==> src/rtl/div_const_reconstruct.sv <==
// Digit-serial reconstruction of a dividend from a constant-divisor quotient/remainder pair:
// x_out = DIVISOR*q_in + r_in, with err_out raised when the remainder is out of range.
module div_const_reconstruct #(
    parameter int WIDTH   = 16,
    parameter int DIVISOR = 5,
    parameter int DIGIT   = 4,
    localparam int RW     = $clog2(DIVISOR),
    localparam int OW     = WIDTH + RW,
    localparam int NDIG   = WIDTH / DIGIT
) (
    input  logic            clk,
    input  logic            rst,
    input  logic            in_valid,
    output logic            in_ready,
    input  logic [WIDTH-1:0] q_in,
    input  logic [RW-1:0]   r_in,
    output logic            out_valid,
    input  logic            out_ready,
    output logic [OW-1:0]   x_out,
    output logic            err_out
);

    localparam int CW = (NDIG > 1) ? $clog2(NDIG) : 1;
    // One digit product plus carry: DIVISOR*(2^DIGIT-1) + carry fits in DIGIT+RW+1 bits.
    localparam int TW = DIGIT + RW + 1;
    localparam logic [RW:0]   DIV_C    = (RW + 1)'(DIVISOR);
    localparam logic [CW-1:0] CNT_LAST = CW'(NDIG - 1);

    typedef enum logic [1:0] {
        IDLE = 2'd0,
        RUN  = 2'd1,
        DONE = 2'd2
    } state_t;

    state_t           state;
    logic [WIDTH-1:0] q_sh;
    logic [WIDTH-1:0] x_sh;
    logic [RW:0]      carry;
    logic [CW-1:0]    cnt;
    logic             err_r;

    logic [TW-1:0]    t_p0;
    logic [WIDTH-1:0] x_next_p0;
    logic [RW:0]      carry_next_p0;

    function automatic logic [TW-1:0] digit_step(input logic [DIGIT-1:0] d,
                                                 input logic [RW:0]      c);
        digit_step = TW'(DIVISOR) * TW'(d) + TW'(c);
    endfunction

    function automatic logic rem_illegal(input logic [RW-1:0] r);
        rem_illegal = ({1'b0, r} >= DIV_C);
    endfunction

    // Digit datapath: one multiply-accumulate per cycle, low digit shifted into X from the top.
    always_comb begin
        t_p0          = digit_step(q_sh[DIGIT-1:0], carry);
        x_next_p0     = {t_p0[DIGIT-1:0], x_sh[WIDTH-1:DIGIT]};
        carry_next_p0 = t_p0[TW-1:DIGIT];
    end

    always_ff @(posedge clk) begin
        if (rst) begin
            state     <= IDLE;
            in_ready  <= 1'b1;
            out_valid <= 1'b0;
            x_out     <= '0;
            err_out   <= 1'b0;
            q_sh      <= '0;
            x_sh      <= '0;
            carry     <= '0;
            cnt       <= '0;
            err_r     <= 1'b0;
        end else begin
            case (state)
                IDLE: begin
                    if (in_valid && in_ready) begin
                        q_sh     <= q_in;
                        carry    <= {1'b0, r_in};
                        err_r    <= rem_illegal(r_in);
                        cnt      <= '0;
                        in_ready <= 1'b0;
                        state    <= RUN;
                    end
                end
                RUN: begin
                    q_sh  <= q_sh >> DIGIT;
                    x_sh  <= x_next_p0;
                    carry <= carry_next_p0;
                    cnt   <= cnt + 1'b1;
                    if (cnt == CNT_LAST) begin
                        // Final carry is bounded by DIVISOR, so its top bit is always zero here.
                        x_out     <= {carry_next_p0[RW-1:0], x_next_p0};
                        err_out   <= err_r;
                        out_valid <= 1'b1;
                        state     <= DONE;
                    end
                end
                DONE: begin
                    if (out_ready) begin
                        out_valid <= 1'b0;
                        in_ready  <= 1'b1;
                        state     <= IDLE;
                    end
                end
                default: begin
                    state     <= IDLE;
                    in_ready  <= 1'b1;
                    out_valid <= 1'b0;
                end
            endcase
        end
    end

endmodule

==> config.mk <==
export PLATFORM = sky130hd
export DESIGN_NAME = div_const_reconstruct
export DESIGN_NICKNAME = d
export VERILOG_FILES = /design/src/rtl/div_const_reconstruct.sv
export SDC_FILE = /design/constraint.sdc
export NUM_CORES = 1
export LEC_CHECK = 0
export ABC_AREA = 1
export CELL_PAD_IN_SITES_DETAIL_PLACEMENT = 1
export CELL_PAD_IN_SITES_GLOBAL_PLACEMENT = 1
export CORE_UTILIZATION = 41
export DETAILED_ROUTE_END_ITERATION = 10
export GPL_ROUTABILITY_DRIVEN = 0
export PLACE_DENSITY = 0.87
export RECOVER_POWER = 25
export SLEW_MARGIN = 20
export SYNTH_ARGS = -nofsm -noshare
export SYNTH_HDL_FRONTEND = slang
export SYNTH_SLANG_ARGS = --single-unit
==> constraint.sdc <==
create_clock -name clk -period 4.78 [get_ports clk]
set_clock_uncertainty 0.15 [all_clocks]
set_input_delay 0.478 -clock clk [delete_from_list [all_inputs] [get_ports clk]]
set_output_delay 0.478 -clock clk [all_outputs]
set_load 0.02 [all_outputs]
* After elaboration in Yosys (flattened, before gate mapping)
Index checks and enable logic that the tools add are counted.
** Cells by class
- Equal/unequal tests :: 6
- Magnitude comparators :: 1
- $mul :: 1
- Reduce and logical (&&, ||, !) cells :: 9
- Add/sub/neg operators :: 2
- Bitwise operators :: 2
- Multiplexer cells :: 16
** Operator list (count)
- $pmux 16 s2 :: 1
- $mux 16 :: 1
- $reduce_and 3->1 :: 3
- $add 7x4->8 :: 1
- $mux 2 :: 4
- $pmux 4 s2 :: 1
- $mul 3x4->7 const A :: 1
- $ne 2x2->1 const B :: 3
- $pmux 1 s3 :: 2
- $pmux 2 s3 :: 1
- $reduce_and 2->1 :: 3
- $eq 2x2->1 const B :: 2
- $mux 1 :: 4
- $mux 4 :: 1
- $pmux 2 s2 :: 1
- $ge 3x3->1 const B :: 1
- $add 2x1->2 const B :: 1
- $eq 2x1->1 const B :: 1
- $logic_not 2->1 :: 1
- $not 1->1 :: 2
- $reduce_bool 2->1 :: 1
- $logic_and 1x1->1 :: 1
** Word-level totals
- Flip-flop bits (word level) :: 63
- Input bits :: 23
- Logic and storage cells :: 47

* Depth between registers and ports, before layout
Gate-level depths: netlist of run 1.
- Word-level depth :: 3
- Depth in mapped cells :: 11

* Least setup slack after synthesis of run 1
No wires, ideal clock.
- Kind :: register to register
- From :: register q_sh[0]
- To :: register x_out[17]
- Cell stages (with the launch flop) :: 11
- Arrival time :: 1739 ps
- Path slack :: 2782 ps
- Clock period less this slack :: 1998 ps
- Cell sequence :: dfxtp_1 -> ha_1 -> ha_1 -> inv_1 -> fa_1 -> inv_1 -> nand3_1 -> nand3_1 -> nand3_1 -> nand2_1 -> inv_1
** Between the ends
- Cells in the longest elaborated chain, start to end :: 2
** Ends and longest elaborated chain
- from (decl) :: line 36 : logic [WIDTH-1:0] q_sh;
- from (signal assigned) :: line 78 : q_sh <= q_in;
- from (signal assigned) :: line 87 : q_sh <= q_sh >> DIGIT;
- $mul 3x4->7 :: line 48 : digit_step = TW'(DIVISOR) * TW'(d) + TW'(c);
- $add 7x4->8 :: line 48
- to (signal assigned) :: line 93 : x_out <= {carry_next_p0[RW-1:0], x_next_p0};
- to (decl) :: line 19 : output logic [OW-1:0] x_out,
No other way between the ends.
A chain may end at the register's enable or synchronous reset.

* Final worst setup path of run 1
- From :: register state[0]
- To :: register x_out[11]
** Between the ends
- Cells in the longest elaborated chain, start to end :: 2
** Ends and longest elaborated chain
- from (decl) :: line 35 : state_t state;
- from (signal assigned) :: line 64 : state <= IDLE;
- from (signal assigned) :: line 83 : state <= RUN;
- from (signal assigned) :: line 96 : state <= DONE;
- $eq 2x1->1 :: line 75 : case (state)
- $reduce_and 2->1 (no line)
No other way between the ends.

==> run_results.csv, run 1 <==
group,metric,value,unit
placed_design,place_hpwl,4460,µm
die,die_y,82.2,µm
pwr,leakagePower,1.41,nW
clock_tree,cts_buffer_depth,2,
clock_tree,post-cts-setup-buffers,0,
status,run_status,"finished, violations left",
routing,post-route-drc-count,0,
pwr,cellPowerDensity,351,nW/µm²
worst_setup_path,cp.buffers_inverters,1,
worst_setup_path,critical_path_class,"reg -> reg",
timing,fin_crit_sh,0.685,
worst_setup_path,cp_cell_sequence,"nand2_1 > nor2_1 > inv_1 > nand2_1 > a21oi_1",
yosys,yosysSeqAreaShare,0.441,
worst_setup_path,crit_startpoint,"state[0]",
global_routing,number_of_antenna_violations_at_the_first_check_in_global_routing,0,
yosys,synth_nets,391,
global_routing,grt_first_pass_wirelength,10900,µm
routing,wl_met1,2840,µm
global_routing,gr-total-overflow,0,
flow_run,max_cap_viol_count,1,
placed_design,numPortBuffers,44,
yosys,register_bit_total_from_synthesis,58,
yosys,synth.largest_area_cell,"dfxtp_1",
clock_tree,cts.sink_count,58,
worst_setup_path,worst-endpoint-arrival,3300,ps
worst_setup_path,critical-path-slowest-cell,"nor2_1",
global_routing,maximum_number_of_pins_on_one_net_before_global_route_repair,40,
routing,dr.pass1.iters,4,
routing,vias_per_cell,5.04,
yosys,share_of_the_synthesized_area_in_the_top_cell_type,0.441,
pwr,power.ir.vdd_worst,0.192,mV
clock_tree,htreeDepth,3,
timing,finalMaxSlewViolations,36,
yosys,ys.warnings.count,0,
clock_tree,clkSlewWorstSetupHoldPaths,70,ps
yosys,synth.distinct_cells,27,
worst_setup_path,r2r_start,"state[0]",
finish,relative_area_change_from_synthesis_to_final_layout,21.9,%
finish,num-nets-final,430,
clock_tree,tritoncts.num_buffers,9,
clock_tree,ctsRootBufferMaster,"clkbuf_8",
clock_tree,cts_repair_resize_count,0,
worst_setup_path,crit_top_cell,"nand2_1",
routing,route.vias.total,2382,
clock_tree,hold_buffers,0,
finish,proportion_of_layout_cells_with_a_drive_suffix_above_1,0.0528,
yosys,synth_area_per_cell,7.44,µm²
die,core-area,6060,µm²
finish,diodes,0,
placed_design,place_worst_setup_slack,1630,ps
yosys,yosys-top-cells-area,"dfxtp_1, nand2_1, nor2_1",
timing,actual_transition_at_the_worst_max_transition_pin,2020,ps
die,dieWidth,82.2,µm
worst_setup_path,critical-path-max-stage-delay,1510,ps
worst_hold_path,kind_of_path_behind_the_tightest_hold_check,"reg -> reg",
die,fp_rows,28,
routing,route.top_layer_used,"met4",
die,dieArea,6750,µm²
timing,timing.slew.headroom,-0.353,
clock_tree,insertion_delay,340,ps
clock_tree,cts_tree,"built",
timing,final_critical_path_setup_slack,1510,ps
timing,setup_total_negative_slack,0,ps
yosys,post_synth_instance_area,2630,µm²
worst_setup_path,end_kind,"flop",
die,initial_utilization,0.435,
timing,final_period_minus_worst_setup_slack,3270,ps
status,failed_checks,"max-capacitance violations, max-slew violations",
timing,finalHoldViolCount,0,
routing,met3_length,233,µm
routing,initialDrtViolationCount,104,
timing,max_freq,305,MHz
global_routing,via_count_of_the_first_global_routing_pass,2458,
timing,grt_setup_unrepaired,"no",
worst_hold_path,worstHoldStart,"x_sh[7]",
routing,finalWirelength,6420,µm
finish,postLayoutCoreUtil,0.530,
global_routing,gr-usage-all-layers,0.215,
die,design.portCount,45,
worst_setup_path,critical-path-top-delay-family,"simple AND/OR/NAND/NOR gates",
yosys,synth_cells,354,
worst_setup_path,cp.required,4810,ps
routing,route.met2.wl,3270,µm
worst_setup_path,timing.critical_path.from_type,"flop",
timing,setup_viol,0,
routing,ant_nets,0,
routing,route.detailed.wl_per_inst,13.6,µm
worst_setup_path,critical_path_peak_fanout,35,
## kinds of logic after synthesis
kind of cell               Yosys count  share of synthesized area
AOI/OAI and AO/OA                   76                      0.151
buffers and inverters               49                     0.0907
and+or+nand+nor                    156                      0.245
xor gates and xnor gates             1                    0.00333
DFF                                 58                      0.441
adders and majority gates           14                     0.0694
## path summary, 6_finish.rpt
check | endpoint | slack [ps] | cells past startpoint
worst max-delay path | x_out[11] | 1510 | 5
worst min-delay path | x_out[3] | 320 | 2
worst min register to register | x_out[3] | 320 | 2
worst max register to register | x_out[11] | 1510 | 5
## placed cells by master (no fill, tap or decap)
| cell type | instances |
|---|---|
| nand2_4 | 1 |
| clkbuf_8 | 9 |
| clkinv_4 | 1 |
| nor3_1 | 1 |
| nand2_1 | 80 |
| nand3_1 | 21 |
| fa_1 | 1 |
| nand2_2 | 1 |
| nand3_2 | 1 |
| ha_1 | 13 |
| inv_4 | 1 |
| dfxtp_1 | 58 |
| clkinv_2 | 3 |
| a211oi_1 | 6 |
| o21ai_0 | 34 |
| xnor2_1 | 1 |
| inv_2 | 1 |
| inv_1 | 31 |
| dlygate4sd3_1 | 9 |
| o21ai_1 | 1 |
| clkinvlp_4 | 3 |
| nor2_1 | 51 |
| clkdlybuf4s50_1 | 35 |
| a21oi_1 | 34 |
| o21a_1 | 1 |
## registers in the layout, summed over array words and instances (netlist names)
signal     flops
cnt            2
err_out        1
x_sh          12
state          2
out_valid      1
q_sh          16
err_r          1
in_ready       1
carry          3
x_out         19
## power breakdown
group / internal [mW] / total (mW) / switching [mW] / leakage, nW
Sequential: 0.516 / 0.537 / 0.0207 / 0.474
Combinational: 0.0748 / 0.197 / 0.122 / 0.859
Clock: 0.185 / 0.393 / 0.208 / 0.0810
## metrics by stage
stage	cell area, µm²	hold slack (ps)	cells	total power [mW]
6_report	3210	316	473	1.13
5_1_grt	3210	336	473	1.19
2_1_floorplan	2630	279	354	0.685
3_3_place_gp	3060	289	457	0.733
4_1_cts	3230	320	473	1.14
3_5_place_dp	3060	313	457	0.745
## synth_stat cells
master / instances
inv_1: 31
nor2_1: 49
nor2_2: 1
xnor2_1: 1
dfxtp_1: 58
buf_4: 4
a21oi_1: 34
buf_6: 3
nor3_1: 1
clkbuf_2: 1
buf_2: 2
nor2_4: 1
clkbuf_1: 5
buf_8: 1
inv_2: 1
nand3_1: 21
nand2_2: 3
nand2_1: 78
o21ai_1: 1
ha_1: 13
o21ai_0: 34
a211oi_1: 6
o21a_1: 1
nand3_2: 1
fa_1: 1
nand2_4: 1
inv_4: 1
## tightest hold or removal path, stage by stage (launching register included)
cell and delay, ps:
dfxtp_1 300, inv_1 70, a21oi_1 60
## per-layer routing
metal | vias to the layer above | global-route usage
met5 | - | 0
met4 | 0 | 0.0596
met3 | 10 | 0.0714
met2 | 58 | 0.402
met1 | 1092 | 0.228
li1 | 1222 | -
## cell type report
cell class	count	area, µm²
fill	784	2850
clock inverter	7	46.3
multi-input combinational	247	1220
timing repair buffer	44	440
sequential	58	1160
clock buffer	9	124
inverter	33	126
tap	75	93.8
Power figures use the tool's default switching activity.
==> inputs of run 2 (changes only) <==
CORE_UTILIZATION = 34   (was 41)
PLACE_DENSITY = 0.78   (was 0.87)
clock period = 2.8 ns   (was 4.78 ns; I/O delays follow)
==> run 2 against run 1 <==
The run now ends clean. Via count is 2.4% higher. Power is 90% higher. Utilization is 8.0 points lower. Cell count increased by 5.7%. Clock-buffer cell count unchanged. Critical path type unchanged. Largest power group unchanged.
==> run_results.csv, run 2 (synthesis gave the netlist of run 1 again) <==
group,metric,value,unit
pwr,power.ir.vdd_worst,0.292,mV
clock_tree,ctsRootBufferMaster,"clkbuf_8",
die,core-area,7370,µm²
global_routing,gr-usage-met1,0.199,
worst_setup_path,critical-path-max-stage-delay,820,ps
routing,initialDrtViolationCount,81,
flow_run,max_cap_viol_count,0,
global_routing,maximum_number_of_pins_on_one_net_before_global_route_repair,40,
finish,largest_register_ffs,19,
die,design.portCount,45,
clock_tree,post-cts-setup-buffers,0,
clock_tree,clkSlewWorstSetupHoldPaths,70,ps
die,die_y,90.0,µm
global_routing,number_of_antenna_violations_at_the_first_check_in_global_routing,0,
worst_setup_path,critical_path_peak_fanout,19,
pwr,switchingPower,0.619,mW
worst_setup_path,end_kind,"flop",
global_routing,via_count_of_the_first_global_routing_pass,2382,
pwr,pwr-share-comb,0.158,
finish,layout.cells.most_common_list,"nand2_1, dfxtp_1, nor2_1",
timing,timing.slew.headroom,0.124,
pwr,power.sequential.fraction,0.429,
timing,max_freq,419,MHz
finish,final_cell_area,3310,µm²
timing,actual_transition_at_the_worst_max_transition_pin,1310,ps
timing,grt_setup_unrepaired,"no",
global_routing,grt_first_pass_wirelength,11200,µm
global_routing,grt.met3_usage,0.0567,
worst_setup_path,critical-path-slowest-cell,"nor2_1",
worst_setup_path,cp.required,2920,ps
routing,route.vias.total,2438,
timing,setup_total_negative_slack,0,ps
global_routing,grt_most_used_layer,"met2",
placed_design,place_hpwl,4680,µm
global_routing,gr-total-overflow,0,
global_routing,met2_usage,0.308,
worst_setup_path,cp_cell_sequence,"nand2_1 > nor2_1 > buf_4 > o21ai_0 > a21oi_1",
finish,regMostFlops,"x_out",
status,run_status,"finished clean",
clock_tree,cts_buffer_depth,2,
worst_setup_path,r2r_slack,410,ps
timing,fin_crit_sh,0.853,
routing,route.detailed.wl_per_inst,13.4,µm
clock_tree,insertion_delay,350,ps
timing,final_period_minus_worst_setup_slack,2390,ps
routing,ant_nets,0,
worst_setup_path,worst-endpoint-arrival,2510,ps
timing,finalMaxSlewViolations,0,
routing,vias_per_cell,4.88,
clock_tree,cts_tree,"built",
global_routing,gr-usage-all-layers,0.175,
placed_design,placed_cell_areas,3110,µm²
pwr,p_int,1.52,mW
worst_hold_path,kind_of_path_behind_the_tightest_hold_check,"reg -> reg",
clock_tree,cts.sink_count,58,
pwr,share_clk_of_total_power,0.413,
worst_setup_path,critical_path_class,"reg -> reg",
routing,finalWirelength,6690,µm
routing,post-route-drc-count,0,
routing,dr.pass1.iters,4,
worst_setup_path,timing.critical_path.from_type,"flop",
die,dieWidth,90.0,µm
pwr,cellPowerDensity,646,nW/µm²
finish,diodes,0,
die,dieArea,8100,µm²
pwr,power.switching_fraction,0.289,
timing,finalHoldViolCount,0,
placed_design,numPortBuffers,44,
finish,largest_registers,"x_out (19), q_sh (16), x_sh (12)",
finish,final_common_cell,"nand2_1",
die,initial_utilization,0.357,
finish,relative_area_change_from_synthesis_to_final_layout,25.7,%
pwr,leakagePower,1.42,nW
clock_tree,htreeDepth,3,
clock_tree,tritoncts.num_buffers,9,
timing,setup_viol,0,
clock_tree,hold_buffers,0,
die,fp_rows,31,
clock_tree,cts_repair_resize_count,0,
finish,num-nets-final,433,
finish,proportion_of_layout_cells_with_a_drive_suffix_above_1,0.0574,
-- run 2: cell count changes in the layout (fill, tap and decap cells not counted), moves of 2 or more --
cell	previous run	this run
clkinv_2	3	0
bufinv_16	0	2
clkdlybuf4s50_1	35	43
buf_4	0	2
dlygate4sd3_1	9	1
inv_6	0	2
-- run 2: critical path, delay by kind of cell (launching register included) --
family | cells | cell delay, ps
buffers and inverters | 1 | 370
flip-flops | 1 | 520
AND/OR/NAND/NOR | 2 | 960
AO/OA/AOI/OAI | 2 | 300
-- run 2: path summary, 6_finish.rpt --
check                           depth (start not counted)     start   endpoint
worst max-delay path                                    5  state[0]  x_out[14]
worst min-delay path                                    2   x_sh[4]    x_sh[4]
worst max register to register                          5  state[0]  x_out[14]
worst min register to register                          2   x_sh[4]    x_sh[4]
-- run 2: through the flow --
step                      hold WS [ps]  power (mW)  setup WS, ps  utilization  std cells
after floorplan                    273        1.17           802            -        354
after global placement             287        1.26           708        0.422        484
after detailed placement           295        1.27           619        0.422        484
after CTS                          307        2.17           587        0.452        500
after global routing               323        2.25           272        0.449        500
final                              302        2.14           413        0.449        500
-- run 2: routing by layer --
| metal | vias to the layer above | wire length (µm) |
|---|---|---|
| li1 | 1225 | - |
| met1 | 1158 | 3000 |
| met2 | 49 | 3360 |
| met3 | 6 | 265 |
| met4 | 0 | 65 |
| met5 | - | 0 |
-- run 2: cell type report --
class	count	area (µm²)
fill	928	4060
multi-input combinational	247	1220
sequential	58	1160
timing repair buffer	47	459
inverter	33	125
clock buffer	9	124
tap	99	124
clock inverter	7	101
-- run 2: power groups by stage --
stage	Combinational, mW	Clock (mW)	Sequential, mW
3_5_place_dp	0.337	0	0.935
3_3_place_gp	0.325	0	0.933
2_1_floorplan	0.246	0	0.924
4_1_cts	0.343	0.906	0.917
5_1_grt	0.384	0.945	0.922
6_report	0.337	0.884	0.917
==> inputs of run 3 (changes only) <==
PLACE_DENSITY = 0.86   (was 0.78)
==> run 3 against run 2 <==
Wire length down 1.2%. Non-clock buffer count unchanged. Critical path depth unchanged. Flip-flop and latch count unchanged. Via count up 0.16%. Register-to-register slack better by 90 ps. Worst hold slack better by 5.5 ps. Critical path type unchanged. Global-route usage up 0.061 points. Sequential share of layout area up 0.43 points. Power down 8.7%.
==> run_results.csv, run 3 (synthesis gave the netlist of run 1 again) <==
group,metric,value,unit
die,design.portCount,45,
timing,final_critical_path_setup_slack,504,ps
worst_setup_path,endpoint,"x_out[12]",
placed_design,place_hpwl,4700,µm
timing,actual_transition_at_the_worst_max_transition_pin,1020,ps
status,run_status,"finished clean",
clock_tree,cts_repair_resize_count,0,
routing,wl_met1,2880,µm
finish,diodes,0,
finish,largest_registers,"x_out (19), q_sh (16), x_sh (12)",
pwr,power.ir.vdd_worst,0.306,mV
die,initial_utilization,0.357,
worst_setup_path,regToRegEndpoint,"x_out[12]",
finish,num-nets-final,433,
timing,final_period_minus_worst_setup_slack,2300,ps
placed_design,placed_cell_areas,3110,µm²
routing,vias_per_cell,4.88,
routing,dr.pass1.iters,4,
finish,final_cell_area,3270,µm²
timing,grt_setup_unrepaired,"no",
routing,route.detailed.wl_per_inst,13.2,µm
worst_setup_path,r2r_start,"state[0]",
routing,post-route-drc-count,0,
clock_tree,cts.sink_count,58,
finish,relative_area_change_from_synthesis_to_final_layout,24.2,%
routing,met3_length,322,µm
routing,route.vias.total,2442,
flow_run,max_cap_viol_count,0,
clock_tree,cts_tree,"built",
die,dieWidth,90.0,µm
routing,route.top_layer_used,"met4",
placed_design,numPortBuffers,44,
clock_tree,hold_buffers,0,
timing,timing.slew.headroom,0.317,
pwr,cellPowerDensity,597,nW/µm²
worst_hold_path,kind_of_path_behind_the_tightest_hold_check,"reg -> reg",
worst_setup_path,depth_of_the_worst_register_to_register_path,5,
die,die_y,90.0,µm
worst_setup_path,end_kind,"flop",
pwr,leakagePower,1.40,nW
worst_setup_path,worst-endpoint-arrival,2360,ps
die,core-area,7370,µm²
finish,largest_register_ffs,19,
placed_design,numPlacedInstances,484,
finish,proportion_of_layout_cells_with_a_drive_suffix_above_1,0.0623,
clock_tree,tritoncts.num_buffers,9,
timing,finalMaxSlewViolations,0,
die,dieArea,8100,µm²
worst_setup_path,critical_path_class,"reg -> reg",
routing,ant_nets,0,
global_routing,grt_first_pass_wirelength,11600,µm
finish,regMostFlops,"x_out",
clock_tree,htreeDepth,3,
global_routing,number_of_antenna_violations_at_the_first_check_in_global_routing,0,
worst_setup_path,r2r_slack,500,ps
worst_setup_path,timing.critical_path.from_type,"flop",
clock_tree,post-cts-setup-buffers,0,
die,fp_rows,31,
routing,route.met2.wl,3350,µm
worst_setup_path,cp.required,2860,ps
clock_tree,cts_buffer_depth,2,
timing,max_freq,436,MHz
global_routing,gr-total-overflow,0,
timing,setup_viol,0,
routing,finalWirelength,6610,µm
finish,layout.cells.most_common_list,"nand2_1, dfxtp_1, nor2_1",
global_routing,maximum_number_of_pins_on_one_net_before_global_route_repair,40,
global_routing,via_count_of_the_first_global_routing_pass,2555,
placed_design,place_worst_setup_slack,659,ps
clock_tree,insertion_delay,340,ps
global_routing,gr-usage-all-layers,0.176,
finish,stdcell_count,500,
finish,final_common_cell,"nand2_1",
worst_setup_path,critical_path_peak_fanout,18,
worst_setup_path,crit_startpoint,"state[0]",
timing,setup_total_negative_slack,0,ps
routing,initialDrtViolationCount,80,
timing,fin_crit_sh,0.820,
timing,finalHoldViolCount,0,
clock_tree,clkSlewWorstSetupHoldPaths,70,ps
clock_tree,ctsRootBufferMaster,"clkbuf_8",
## run 3: cell count changes in the layout (fill, tap and decap cells not counted), sizes merged
cell / change
dlygate4sd3: -1
bufinv: -2
buf: +1
clkinv: +1
clkdlybuf4s50: +1
inv: -1
clkinvlp: +1
## run 3: how the worst min path moves through the flow
| stage | startpoint | to | depth (start not counted) |
|---|---|---|---|
| detailed placement | x_sh[7] | x_out[3] | 2 |
| CTS | x_sh[7] | x_out[3] | 2 |
| finish | x_sh[7] | x_out[3] | 2 |
| global placement | x_sh[6] | x_sh[6] | 2 |
| global route | x_sh[7] | x_out[3] | 2 |
| floorplan | q_in[12] | q_sh[12] | 2 |
## run 3: report_power, final
group | switching, mW | total (mW) | leakage [nW] | internal [mW]
sequential | 0.0358 | 0.917 | 0.474 | 0.881
clock | 0.355 | 0.699 | 0.0847 | 0.344
combinational | 0.206 | 0.335 | 0.842 | 0.129
total | 0.597 | 1.95 | 1.40 | 1.35
## run 3: final cells by class
type                            instances  area [µm²]
Clock buffer                           10         138
Clock inverter                          6        41.3
Fill cell                             951        4100
Inverter                               33         125
Multi-Input combinational cell        247        1220
Sequential cell                        58        1160
Tap cell                               99         124
Timing Repair Buffer                   47         463
## run 3: through the flow
step            util  power, mW  hold WS (ps)
2_1_floorplan      -       1.17           273
3_3_place_gp   0.422       1.25           288
3_5_place_dp   0.422       1.27           306
4_1_cts        0.446       1.97           310
5_1_grt        0.444       2.06           333
6_report       0.444       1.95           308
## run 3: layer usage
layer	GRT usage	up-vias
met5	0	-
met1	0.201	1147
met2	0.321	58
met4	0.0538	0
met3	0.0415	8
li1	-	1229
## run 3: worst max-delay path, cell delays in order, from the launching register on
cell	delay [ps]
dfxtp_1	540
nand2_2	100
nor2_1	780
inv_1	370
nand2_1	150
a21oi_1	70
